==> config.mk <==
export PLATFORM = sky130hd
export DESIGN_NAME = sdram_arbit
export DESIGN_NICKNAME = d
export VERILOG_FILES = /design/src/rtl/sdram_arbit.sv
export SDC_FILE = /design/constraint.sdc
export NUM_CORES = 1
export LEC_CHECK = 0
export CORE_ASPECT_RATIO = 1.5
export CORE_MARGIN = 2
export CORE_UTILIZATION = 34
export DETAILED_ROUTE_END_ITERATION = 6
export GPL_ROUTABILITY_DRIVEN = 0
export PLACE_DENSITY = 0.87
export SLEW_MARGIN = 20
export SYNTH_ARGS = -nofsm -noshare
export SYNTH_HDL_FRONTEND = slang
export SYNTH_SLANG_ARGS = --single-unit
==> constraint.sdc <==
create_clock -name arb_clk -period 4.9 [get_ports arb_clk]
set_clock_uncertainty 0.05 [all_clocks]
set_input_delay 0.98 -clock arb_clk [delete_from_list [all_inputs] [get_ports arb_clk]]
set_output_delay 0.98 -clock arb_clk [all_outputs]
set_load 0.01 [all_outputs]
==> src/rtl/sdram_arbit.sv <==
// Central SDRAM bus arbiter: holds the init engine on the pins until init completes,
// then grants the shared bus to refresh / write / read with a per-grant watchdog.
module sdram_arbit #(
  parameter logic [9:0] TIMEOUT = 10'd1000,
  parameter logic [3:0] NOP_CMD = 4'b0111
) (
  input  logic        arb_clk,
  input  logic        arb_rst_n,
  input  logic        init_end,
  input  logic [3:0]  init_cmd,
  input  logic [12:0] init_addr,
  input  logic [1:0]  init_bank,
  input  logic        aref_req,
  input  logic        aref_end,
  input  logic [3:0]  aref_cmd,
  input  logic [12:0] aref_addr,
  input  logic [1:0]  aref_bank,
  input  logic        wr_req,
  input  logic        wr_end,
  input  logic [3:0]  wr_cmd,
  input  logic [12:0] wr_addr,
  input  logic [1:0]  wr_bank,
  input  logic        wr_sdram_en,
  input  logic [15:0] wr_sdram_data,
  input  logic        rd_req,
  input  logic        rd_end,
  input  logic [3:0]  rd_cmd,
  input  logic [12:0] rd_addr,
  input  logic [1:0]  rd_bank,
  output logic        aref_en,
  output logic        wr_en,
  output logic        rd_en,
  output logic        sdram_cke,
  output logic        sdram_cs_n,
  output logic        sdram_ras_n,
  output logic        sdram_cas_n,
  output logic        sdram_we_n,
  output logic [1:0]  sdram_ba,
  output logic [12:0] sdram_addr,
  output logic [15:0] sdram_dq_out,
  output logic        sdram_dq_oe,
  output logic        arb_timeout
);

  typedef enum logic [2:0] {
    INIT  = 3'd0,
    ARBIT = 3'd1,
    AREF  = 3'd2,
    WRITE = 3'd3,
    READ  = 3'd4
  } state_t;

  state_t      state, state_nxt;
  logic        last_grant_wr;
  logic [9:0]  wd_cnt;
  logic        in_grant;
  logic        grant_end;
  logic        wd_expire;
  logic [3:0]  cmd;

  always_comb begin
    in_grant  = 1'b0;
    grant_end = 1'b0;
    case (state)
      AREF:  begin in_grant = 1'b1; grant_end = aref_end; end
      WRITE: begin in_grant = 1'b1; grant_end = wr_end;   end
      READ:  begin in_grant = 1'b1; grant_end = rd_end;   end
      default: ;
    endcase
    // A matching end pulse in the final watchdog cycle counts as a normal release.
    wd_expire = in_grant && (wd_cnt == TIMEOUT - 10'd1) && !grant_end;
  end

  always_comb begin
    state_nxt = state;
    case (state)
      INIT: begin
        if (init_end) state_nxt = ARBIT;
      end
      ARBIT: begin
        if (aref_req)
          state_nxt = AREF;
        else if (wr_req && rd_req)
          state_nxt = last_grant_wr ? READ : WRITE;
        else if (wr_req)
          state_nxt = WRITE;
        else if (rd_req)
          state_nxt = READ;
      end
      AREF, WRITE, READ: begin
        if (grant_end || wd_expire) state_nxt = ARBIT;
      end
      default: state_nxt = INIT;
    endcase
  end

  always_ff @(posedge arb_clk or negedge arb_rst_n) begin
    if (!arb_rst_n) begin
      state         <= INIT;
      last_grant_wr <= 1'b0;
      wd_cnt        <= '0;
      arb_timeout   <= 1'b0;
      sdram_cke     <= 1'b0;
    end else begin
      state     <= state_nxt;
      sdram_cke <= 1'b1;
      if (state == ARBIT && state_nxt == WRITE)
        last_grant_wr <= 1'b1;
      else if (state == ARBIT && state_nxt == READ)
        last_grant_wr <= 1'b0;
      // Grants always pass through ARBIT, so leaving a grant state also clears for the next entry.
      if (in_grant && state_nxt == state)
        wd_cnt <= wd_cnt + 10'd1;
      else
        wd_cnt <= '0;
      if (wd_expire)
        arb_timeout <= 1'b1;
    end
  end

  always_comb begin
    aref_en = (state == AREF);
    wr_en   = (state == WRITE);
    rd_en   = (state == READ);
  end

  always_comb begin
    cmd        = NOP_CMD;
    sdram_addr = '1;
    sdram_ba   = '1;
    if (arb_rst_n) begin
      case (state)
        INIT:  begin cmd = init_cmd; sdram_addr = init_addr; sdram_ba = init_bank; end
        AREF:  begin cmd = aref_cmd; sdram_addr = aref_addr; sdram_ba = aref_bank; end
        WRITE: begin cmd = wr_cmd;   sdram_addr = wr_addr;   sdram_ba = wr_bank;   end
        READ:  begin cmd = rd_cmd;   sdram_addr = rd_addr;   sdram_ba = rd_bank;   end
        default: ;
      endcase
    end
    {sdram_cs_n, sdram_ras_n, sdram_cas_n, sdram_we_n} = cmd;
  end

  always_comb begin
    sdram_dq_oe  = (state == WRITE) && wr_sdram_en;
    sdram_dq_out = sdram_dq_oe ? wr_sdram_data : '0;
  end

endmodule

Yosys cells after proc, flatten, opt, wreduce, memory -nomap -nowiden
Index checks and enable logic that the tools add are counted.

Register bits after elaboration: 16. Word-level logic and storage cells: 46. Input bits: 102. Output and inout port bits: 41.

Equal/unequal tests: 8. Muxes and demuxes: 20. Add/subtract/negate cells: 1. Reduce and logical (&&, ||, !) cells: 12.

Operators by type and width (number): $pmux 13 s4 (1); $mux 3 (7); $mux 16 (1); $pmux 4 s4 (1); $mux 13 (1); $add 10x1->10 const B (1); $eq 10x10->1 const B (1); $mux 10 (1); $eq 3x2->1 const B (3); $pmux 3 s3 (1); $pmux 2 s4 (1); $logic_and 1x1->1 (7); $eq 3x3->1 const B (2); $mux 4 (1); $eq 3x1->1 const B (1); $eq 3x3->1 (1); $logic_not 3->1 (1); $mux 1 (3); $pmux 1 s3 (1); $reduce_or 3->1 (1); $mux 2 (1); $reduce_bool 2->1 (1); $logic_not 1->1 (1); $logic_or 1x1->1 (1).

Longest topological paths before layout
Depth in word-level cells: 12. Depth in mapped cells: 6. Mapped depth without buffers: 5.

Worst setup path before layout
No wires, ideal clock.

Path kind: input to output. Start: in arb_rst_n. End: out sdram_addr[2]. Path slack: 2327 ps. Data arrival time: 1543 ps. Stages on the path: 2. Data required time: 3870 ps. Buffers on the path: 0. Path through: a21boi_0 -> nand4_1.

Word-level cells in the longest chain between the ends: 1.

Ends and longest elaborated chain: start, declared (line 8) `input logic arb_rst_n,`; $mux 13 (line 131) `if (arb_rst_n) begin`; end, declared (line 39) `output logic [12:0] sdram_addr,`.

No other way between the ends.

Worst setup path after layout
Start: in arb_rst_n. End: out sdram_ba[1].

Word-level cells in the longest chain between the ends: 1.

Ends and longest elaborated chain: $mux 2 (line 131); end, declared (line 38) `output logic [1:0] sdram_ba,`.

No other way between the ends.

==> results.sh <==
export IMPL_syn_nets=312
export IMPL_maxCapViolCount=0
export IMPL_wl_per_cell_um=16.2
export IMPL_ys_warn_count=0
export IMPL_finalNetCount=447
export IMPL_grt_overflow=0
export IMPL_viasPerCell=5.29
export IMPL_fmax_ghz=0.274
export IMPL_hold_path_class="reg -> reg"
export IMPL_drtIter0Drc=82
export IMPL_ys_seq_area_share_pct=25.0
export IMPL_period_minus_slack_ns=3.65
export IMPL_cp_common_cell="clkdlybuf4s50_1"
export IMPL_cts_resized=0
export IMPL_antenna_found_initial=0
export IMPL_power_frac_clock_pct=12.0
export IMPL_grt_use_total_pct=24.1
export IMPL_p_int_uw=573
export IMPL_port_buffers=142
export IMPL_ys_ff_latch=16
export IMPL_leakagePower_nw=1.20
export IMPL_die_w_um=60.1
export IMPL_layout_cells_non_filler=407
export IMPL_timing_hold_ws_ns=0.412
export IMPL_yosysTopAreaCell="dfrtp_1"
export IMPL_cp_cell_sequence="clkdlybuf4s50_1, buf_4, a21boi_0, o211ai_1, clkdlybuf4s50_1"
export IMPL_dieArea_um2=5290
export IMPL_die_height_um=88.1
export IMPL_period_share_pct=74.6
export IMPL_seq_power_share_pct=17.9
export IMPL_grt_max_degree=38
export IMPL_grt_pass1_wl_um=9730
export IMPL_drive_gt1_share_pct=3.50
export IMPL_first_global_vias=2085
export IMPL_ys_top_cells_by_count="nor2_1, and3_1, dfrtp_1"
export IMPL_initial_core_util_pct=35.3
export IMPL_dp_cells=403
export IMPL_syn_to_final_growth_pct=93.6
export IMPL_core_um2=4540
export IMPL_ys_types=44
export IMPL_synth_top_area_share_pct=25.0
export IMPL_p_switching_uw=420
export IMPL_clock_sinks=16
export IMPL_start_kind="primary input"
export IMPL_tightest_slew_ns=0.650
export IMPL_synthMostInstantiatedCell="nor2_1"
export IMPL_antenna_diode_count=0
export IMPL_final_hold_viol_count=0
export IMPL_syn_area_um2=1600
export IMPL_place_hpwl_um=5300
export IMPL_clk_pin_slew_ns=0.06
export IMPL_post_cts_buffers=0
export IMPL_path_buf_inv=3
export IMPL_cts_htree_levels=1
export IMPL_crit_required_ns=3.87
export IMPL_power_density_nw_per_um2=320
export IMPL_crit_family="buffers and inverters"
export IMPL_synthFlopType="dfrtp_1"
export IMPL_num_vias=2151
export IMPL_cts_hold_fix_buffers=0
export IMPL_synthCells=209
export IMPL_status="complete, no violations"
export IMPL_setup_viol=0
export IMPL_final_max_slew_violation_count=0
export IMPL_fin_tns_setup_ns=0
export IMPL_power_uw=993
export IMPL_rsz0062_at_grt="false"
export IMPL_switching_share_pct=42.3
export IMPL_slowest_stage="clkdlybuf4s50_1"
export IMPL_slowest_delay_ns=0.49
export IMPL_synthTopCellsByArea="dfrtp_1, mux2i_1, nor2_1"
export IMPL_synth_edf_count=0
export IMPL_cts_tree="built"
export IMPL_async_flop_share_pct=100
export IMPL_antenna_left=0
export IMPL_crit_fanout=30
export IMPL_path_class="in -> out"
export IMPL_vdd_ir_drop_max_mv=0.219
export IMPL_num_rows=30
export IMPL_numCtsBuffers=3
export IMPL_firstDrtPassIters=4
export IMPL_cts_buffer_depth=2
export IMPL_max_slew_margin_pct=56.7
export IMPL_wl_um=6590
export IMPL_io_pins=143
export IMPL_drc_errors=0
export IMPL_arrival_ns=2.62
export IMPL_clk_latency_ns=0.25
export IMPL_end_kind="output pin"
export IMPL_cts_root_buf="clkbuf_8"
export IMPL_syn_area_per_cell_um2=7.67
export IMPL_power_frac_comb_pct=70.1
## path summary, 6_finish.rpt
check | startpoint | to | slack (ns) | depth (start not counted)
setup / recovery | arb_rst_n | sdram_ba[1] | 1.25 | 5
hold / removal | wd_cnt[0]$_DFF_PN0_ | wd_cnt[0]$_DFF_PN0_ | 0.41 | 1
setup reg to reg | state[1]$_DFF_PN0_ | state[0]$_DFF_PN0_ | 2.82 | 3
hold reg to reg | wd_cnt[0]$_DFF_PN0_ | wd_cnt[0]$_DFF_PN0_ | 0.41 | 1
max in group asynchronous | arb_rst_n | wd_cnt[5]$_DFF_PN0_ | 3.46 | 2
min in group asynchronous | arb_rst_n | last_grant_wr$_DFFE_PN0P_ | 1.09 | 2
## power by group through the flow
stage                     combinational, mW  clock [mW]  sequential [mW]
after detailed placement              0.693           0            0.181
after global routing                  0.756       0.125            0.182
after floorplan                       0.404           0            0.165
final                                 0.696       0.119            0.178
after global placement                0.678           0            0.181
after CTS                             0.695       0.119            0.178
## sequential cells by signal (all words and copies together) (netlist names)
name and count:
arb_timeout 1, wd_cnt 10, last_grant_wr 1, state 3, sdram_cke 1
## final cells by class
cell class                      instances  area (um^2)
Fill cell                             384         1440
Tap cell                               64         80.1
Multi-Input combinational cell        174         1110
Inverter                                4         15.0
Clock buffer                            4         55.1
Sequential cell                        16          400
Timing Repair Buffer                  145         1440
## cell usage in the layout (no fill, tap or decap), types with 3 or more instances in the layout
cell,instances
a21boi_0,3
a21oi_1,3
a22oi_1,5
a2bb2oi_1,7
and3_1,17
buf_4,3
clkbuf_8,4
clkdlybuf4s50_1,142
dfrtp_1,16
inv_1,3
mux2i_1,15
nand2_1,10
nand2b_1,3
nand3_1,3
nand4_1,7
nor2_1,34
nor3b_1,7
o211ai_1,6
o21ai_0,15
o22ai_1,6
o31ai_1,3
xnor2_1,4
xor2_1,4
## metal layers
metal | global-route usage [%] | vias up | part of all wire (%)
li1 | - | 1038 | -
met1 | 25.2 | 995 | 37
met2 | 47.3 | 105 | 54
met3 | 4.43 | 13 | 8.0
met4 | 5.66 | 0 | 1.8
met5 | 0 | - | 0
## per-stage QoR
| stage | setup WS [ns] | cell area (um^2) | util [%] |
|---|---|---|---|
| after detailed placement | 1.23 | 3050 | 67.1 |
| after floorplan | 2.33 | 1600 | - |
| final | 1.25 | 3100 | 68.3 |
| after CTS | 1.22 | 3100 | 68.3 |
| after global placement | 1.25 | 3050 | 67.1 |
| after global routing | 0.988 | 3100 | 68.3 |
## cell families (layout without fill, tap and decap cells)
family	Yosys count	count (layout)	synth area share, %
flops	16	16	25.0
compound gates	54	54	23.0
simple gates	95	95	31.5
other cells	1	1	0.234
fa+ha+maj	1	1	0.781
mux	15	15	9.37
xor+xnor	8	8	4.37
buf+inv	19	153	5.85
(Power assumes the default switching activity.)
